[src/rtl/mul_acc_pkg.sv]
// Shared widths for the shift-add multiplier and its block accumulator.
package mul_acc_pkg;

  function automatic int unsigned clog2_f(input int unsigned value);
    int unsigned result;
    result = 32'd0;
    while ((32'd1 << result) < value) begin
      result = result + 32'd1;
    end
    return result;
  endfunction

  localparam int unsigned N_DEF   = 32'd4;
  localparam int unsigned LEN_DEF = 32'd4;
  localparam int unsigned PROD_W  = 32'd2 * N_DEF;
  localparam int unsigned LOG2LEN = clog2_f(LEN_DEF);
  localparam int unsigned ACC_W   = PROD_W + LOG2LEN;

endpackage

[src/rtl/mul_acc_if.sv]
// Product input stream and block-sum output stream of the accumulator.
interface mul_acc_if import mul_acc_pkg::*; #(
  parameter int unsigned N   = N_DEF,
  parameter int unsigned LEN = LEN_DEF
);
  localparam int unsigned PW = 32'd2 * N;
  localparam int unsigned AW = PW + clog2_f(LEN);

  logic [PW-1:0] in_data;
  logic          in_valid;
  logic          clear;
  logic          in_ready;
  logic [AW-1:0] out_sum;
  logic          out_valid;
  logic          out_ready;
  logic          drop_err;

  modport master (
    output in_data, in_valid, clear, out_ready,
    input  in_ready, out_sum, out_valid, drop_err
  );

  modport slave (
    input  in_data, in_valid, clear, out_ready,
    output in_ready, out_sum, out_valid, drop_err
  );
endinterface

[src/rtl/mul_acc_outreg.sv]
// Block-sum holding register with valid/ready handshake and sticky drop flag.
module mul_acc_outreg #(
  parameter int unsigned W = 32'd10
) (
  input  logic         clk,
  input  logic         rst,
  input  logic         load,
  input  logic [W-1:0] load_data,
  input  logic         out_ready,
  output logic [W-1:0] out_sum,
  output logic         out_valid,
  output logic         drop_err,
  output logic         busy
);
  logic [W-1:0] out_sum_d, out_sum_q;
  logic         out_valid_d, out_valid_q;
  logic         drop_err_d, drop_err_q;

  assign busy      = out_valid_q && !out_ready;
  assign out_sum   = out_sum_q;
  assign out_valid = out_valid_q;
  assign drop_err  = drop_err_q;

  // A load into a free register wins over the handshake clearing out_valid.
  always_comb begin
    out_sum_d   = out_sum_q;
    out_valid_d = out_valid_q;
    drop_err_d  = drop_err_q;
    if (load && !busy) begin
      out_sum_d   = load_data;
      out_valid_d = 1'b1;
    end else if (load) begin
      drop_err_d = 1'b1;
    end else if (out_valid_q && out_ready) begin
      out_valid_d = 1'b0;
    end else begin
      out_valid_d = out_valid_q;
    end
  end

  always_ff @(posedge clk) begin
    if (rst) begin
      out_sum_q   <= {W{1'b0}};
      out_valid_q <= 1'b0;
      drop_err_q  <= 1'b0;
    end else begin
      out_sum_q   <= out_sum_d;
      out_valid_q <= out_valid_d;
      drop_err_q  <= drop_err_d;
    end
  end
endmodule

[src/rtl/mul_acc.sv]
// Sums LEN consecutive multiplier products into one block sum.
// Define MUL_ACC_AVG_EN to present the truncated block mean instead of the sum.
module mul_acc import mul_acc_pkg::*; #(
  parameter int unsigned N   = N_DEF,
  parameter int unsigned LEN = LEN_DEF
) (
  input  logic     clk,
  input  logic     rst,
  mul_acc_if.slave bus
);
  localparam int unsigned PW = 32'd2 * N;
  localparam int unsigned LW = clog2_f(LEN);
  localparam int unsigned AW = PW + LW;
  localparam logic [LW-1:0] CNT_LAST = LW'(LEN - 32'd1);
  localparam logic [LW-1:0] CNT_ONE  = LW'(32'd1);

  logic [AW-1:0] acc_d, acc_q;
  logic [LW-1:0] cnt_d, cnt_q;
  logic [AW-1:0] blk_sum_s;
  logic [AW-1:0] load_data_s;
  logic          last_beat_s;
  logic          out_busy_s;

  assign blk_sum_s = acc_q + AW'(bus.in_data);

`ifdef MUL_ACC_AVG_EN
  assign load_data_s = blk_sum_s >> LW;
`else
  assign load_data_s = blk_sum_s;
`endif

  // clear suppresses a coincident product, including a last beat.
  assign last_beat_s  = bus.in_valid && !bus.clear && (cnt_q == CNT_LAST);
  assign bus.in_ready = !((cnt_q == CNT_LAST) && out_busy_s);

  always_comb begin
    acc_d = acc_q;
    cnt_d = cnt_q;
    if (bus.clear) begin
      acc_d = {AW{1'b0}};
      cnt_d = {LW{1'b0}};
    end else if (bus.in_valid && (cnt_q == CNT_LAST)) begin
      acc_d = {AW{1'b0}};
      cnt_d = {LW{1'b0}};
    end else if (bus.in_valid) begin
      acc_d = blk_sum_s;
      cnt_d = cnt_q + CNT_ONE;
    end else begin
      acc_d = acc_q;
      cnt_d = cnt_q;
    end
  end

  always_ff @(posedge clk) begin
    if (rst) begin
      acc_q <= {AW{1'b0}};
      cnt_q <= {LW{1'b0}};
    end else begin
      acc_q <= acc_d;
      cnt_q <= cnt_d;
    end
  end

  mul_acc_outreg #(.W(AW)) u_outreg (
    .clk       (clk),
    .rst       (rst),
    .load      (last_beat_s),
    .load_data (load_data_s),
    .out_ready (bus.out_ready),
    .out_sum   (bus.out_sum),
    .out_valid (bus.out_valid),
    .drop_err  (bus.drop_err),
    .busy      (out_busy_s)
  );
endmodule

[src/flat_wrapper.sv]
// flat-port wrapper written by rule: the top's interface ports become plain ports
module mul_acc_flat import mul_acc_pkg::*;
#(
  parameter int unsigned N   = N_DEF,
  parameter int unsigned LEN = LEN_DEF
)
  (clk, rst, bus_in_data, bus_in_valid, bus_clear, bus_out_ready, bus_in_ready, bus_out_sum, bus_out_valid, bus_drop_err);
  mul_acc_if #(.N(N), .LEN(LEN)) bus_i ();
  input  logic clk;
  input  logic rst;
  input wire logic [$bits(bus_i.in_data)-1:0] bus_in_data;
  input wire logic [$bits(bus_i.in_valid)-1:0] bus_in_valid;
  input wire logic [$bits(bus_i.clear)-1:0] bus_clear;
  input wire logic [$bits(bus_i.out_ready)-1:0] bus_out_ready;
  output wire logic [$bits(bus_i.in_ready)-1:0] bus_in_ready;
  output wire logic [$bits(bus_i.out_sum)-1:0] bus_out_sum;
  output wire logic [$bits(bus_i.out_valid)-1:0] bus_out_valid;
  output wire logic [$bits(bus_i.drop_err)-1:0] bus_drop_err;
  assign bus_i.in_data = bus_in_data;
  assign bus_i.in_valid = bus_in_valid;
  assign bus_i.clear = bus_clear;
  assign bus_i.out_ready = bus_out_ready;
  assign bus_in_ready = bus_i.in_ready;
  assign bus_out_sum = bus_i.out_sum;
  assign bus_out_valid = bus_i.out_valid;
  assign bus_drop_err = bus_i.drop_err;
  mul_acc #(.N(N), .LEN(LEN)) u_core (.clk(clk), .rst(rst), .bus(bus_i));
endmodule
[config.mk]
export PLATFORM = sky130hd
export DESIGN_NAME = mul_acc_flat
export DESIGN_NICKNAME = d
export VERILOG_FILES = /design/src/rtl/mul_acc_pkg.sv /design/src/rtl/mul_acc_if.sv /design/src/rtl/mul_acc_outreg.sv /design/src/rtl/mul_acc.sv /design/src/flat_wrapper.sv
export SDC_FILE = /design/constraint.sdc
export NUM_CORES = 1
export LEC_CHECK = 0
export ABC_AREA = 1
export CAP_MARGIN = 20
export CORE_AREA = 2 2 69 71
export DETAILED_ROUTE_END_ITERATION = 12
export DIE_AREA = 0 0 71 73
export PLACE_DENSITY = 0.5
export SYNTH_ARGS = -nofsm -noshare
export SYNTH_HDL_FRONTEND = slang
export SYNTH_SLANG_ARGS = --single-unit
[constraint.sdc]
create_clock -name clk -period 1.8 [get_ports clk]
set_input_delay 0.27 -clock clk [delete_from_list [all_inputs] [get_ports clk]]
set_output_delay 0.27 -clock clk [all_outputs]
set_load 0.01 [all_outputs]
==> flow_metrics.py <==
metrics = {
    "run_status": {
        "outcome": "finished, final reports clean",
    },
    "sta": {
        "finalCriticalPeriod_ns": 1.71,
        "fin_crit_sh_pct": 95.0,
        "slew_viol_final": 0,
        "finalHoldViolations": 0,
        "setup_violations": 0,
        "fin_hold_ws_ns": 0.471,
        "rsz0062_at_grt": "false",
        "fin_setup_tns_ns": 0,
        "skew_ns": 0.00467,
        "max_freq_mhz": 585,
        "worst_slew_pin_slew_ns": 0.299,
        "max_slew_margin_pct": 79.9,
    },
    "power": {
        "p_leak_uw": 0.000916,
        "fin_total_pwr_uw": 1090,
        "powerDensity_nw_per_um2": 589,
        "peakVddDrop_mv": 0.371,
    },
    "logic_synthesis": {
        "ys_top_cells_by_area": "dfxtp_1 (34%), nand2_1 (12%), nor2_1 (9.9%)",
        "syn_area_per_cell_sq_um": 6.96,
        "ys_ff_latch": 24,
        "yosys_warnings": 0,
        "seq_area_frac_synth_pct": 34.2,
        "yosysTopAreaCell": "dfxtp_1",
        "syn_area_sq_um": 1410,
        "synth_cells": 202,
        "syn-num-nets": 225,
        "ys_types": 26,
        "yosys.area.top_type_share_pct": 34.2,
    },
    "detailed_routing": {
        "drt-total-wl_mm": 3.16,
        "post_drt_wl_per_cell_um": 10.7,
        "postRouteAntennaNets": 0,
        "dr.first_iter.drc_count": 69,
        "drt_first_pass_iters": 4,
        "detail_route.vias_per_cell": 4.34,
        "via_count": 1275,
        "drc": 0,
    },
    "cts": {
        "clock-sinks": 24,
        "path_clk_slew_ns": 0.08,
        "cts-root-buf": "clkbuf_8",
        "cts_tree": "built",
        "clkLatencyLatePin_ns": 0.27,
        "cts_buffer_depth": 2,
        "numCtsBuffers": 3,
        "post_cts_buffers": 0,
        "htree_levels": 1,
    },
    "layout": {
        "nets": 265,
        "diodes": 0,
        "final_cells": 294,
        "areaGrowthSynthToFinish_pct": 31.4,
        "n_fill_cell": 478,
        "post_route_cells_drive_above_1_share_pct": 11.3,
    },
    "critical_path": {
        "reg2regPathDepth": 9,
        "endpoint_kind": "output pin",
        "worstSetupPathType": "register to output pin",
        "critPathRequiredTime_ns": 1.53,
        "cp-start-kind": "register",
        "critPathMaxFanout": 2,
        "worstPathArrival_ns": 1.44,
    },
    "flow_run": {
        "max-cap-violations": 0,
    },
    "floorplanning": {
        "die_w_um": 71,
        "io_pins": 26,
        "die_h_um": 73,
        "coreArea_sq_um": 4540,
        "initial_core_util_pct": 31.0,
        "placementRows": 25,
        "die-area_sq_um": 5180,
    },
    "global_routing": {
        "first_global_vias": 1219,
        "antenna_found_initial": 0,
        "grt_usage_pct": 13.3,
        "grt_max_degree": 18,
        "grt_pass1_wl_mm": 5.49,
        "grt-ovfl-total": 0,
    },
    "placement": {
        "io_buffers": 25,
        "place_congestion": 0.815,
        "dp_hpwl_mm": 2.44,
        "dp.cells": 291,
    },
    "worst_hold_path": {
        "holdPathStages": 2,
        "hold_class": "register to register",
    },
}
routing by layer:
metal	GRT usage, %	vias to the layer above	share of wire [%]	wire (um)
met2	23.4	14	48	1520
met1	17.0	549	48	1530
li1	-	710	-	-
met5	0	-	0	0
met4	1.89	0	0.60	19
met3	3.31	2	2.9	91
what timing repair did:
item,4_1_cts,5_1_grt
endpoints found under the setup margin,0,6
resized for setup,0,2
hold buffers,0,0
sequential cells by signal, summed over array words and instances (netlist names):
name,flops
u_core.acc_q,10
u_core.u_outreg.out_sum,10
u_core.cnt_q,2
u_core.u_outreg.drop_err,1
u_core.u_outreg.out_valid,1
kinds of logic (layout without fill, tap and decap cells):
| family | count (synthesis) | count (layout) | synth area share, % |
|---|---|---|---|
| XOR/XNOR | 4 | 4 | 2.49 |
| AND/OR/NAND/NOR | 105 | 105 | 32.2 |
| AO/OA/AOI/OAI | 23 | 23 | 10.2 |
| buffers and inverters | 36 | 74 | 11.5 |
| adder cells (fa/ha/maj) | 10 | 10 | 9.43 |
| flip-flops | 24 | 24 | 34.2 |
Yosys cell counts:
cell type	count
o21ai_0	4
nand2_1	45
nand3_1	18
nor2_1	37
fa_1	1
buf_8	1
ha_1	9
or2_2	1
o21ai_2	1
o21a_1	1
a21boi_0	1
a21o_1	1
dfxtp_1	24
nand4_1	1
inv_1	30
buf_1	1
buf_6	1
nand2_4	2
buf_2	2
a211oi_2	2
clkinv_4	1
a21oi_1	12
nor2_8	1
xor2_1	2
xnor2_1	2
a211oi_1	1
through the flow:
step                      area, sq um  utilization [%]  setup WS, ns
after floorplan                  1410                -         0.244
after global placement           1800             39.6        -0.262
after detailed placement         1800             39.6        -0.260
after CTS                        1840             40.5        0.0301
after global routing             1850             40.7       0.00826
final                            1850             40.7        0.0907
power breakdown:
| part | internal (uW) | switching, uW |
|---|---|---|
| registers | 542 | 7.14 |
| logic | 103 | 108 |
| clock network | 150 | 178 |
final timing paths:
kind	slack (ns)	endpoint	startpoint
min reg2reg	0.47	u_core.acc_q[0]$_SDFFE_PP0P_	u_core.acc_q[0]$_SDFFE_PP0P_
max	0.09	bus_in_ready	u_core.cnt_q[0]$_SDFFE_PP0P_
min	0.47	u_core.acc_q[0]$_SDFFE_PP0P_	u_core.acc_q[0]$_SDFFE_PP0P_
max reg2reg	0.26	u_core.acc_q[8]$_SDFFE_PP0P_	u_core.acc_q[0]$_SDFFE_PP0P_
cells in the final DEF, fill, tap and decap left out, types with 3 or more instances in the layout:
master,n
nand2_1,45
nor2_1,37
inv_1,30
clkdlybuf4s50_1,25
dfxtp_1,24
nand3_1,18
buf_4,15
a21oi_1,12
ha_1,9
o21ai_0,4
clkbuf_8,3
worst max-delay path, cell delays in order, from the launching register on:
cell and delay, ns:
dfxtp_1 0.33, ha_1 0.24, nand2_1 0.08, clkdlybuf4s50_1 0.52
layout make-up:
class / count / area, sq um / share of cell area (%)
clock buffer: 3 / 41.3 / 2.23
inverter: 31 / 121 / 6.57
multi-input combinational: 142 / 774 / 41.9
sequential: 24 / 480 / 26.0
tap: 54 / 67.6 / 3.66
timing repair buffer: 40 / 363 / 19.6
Note: power is estimated with default switching activity, not from simulation.
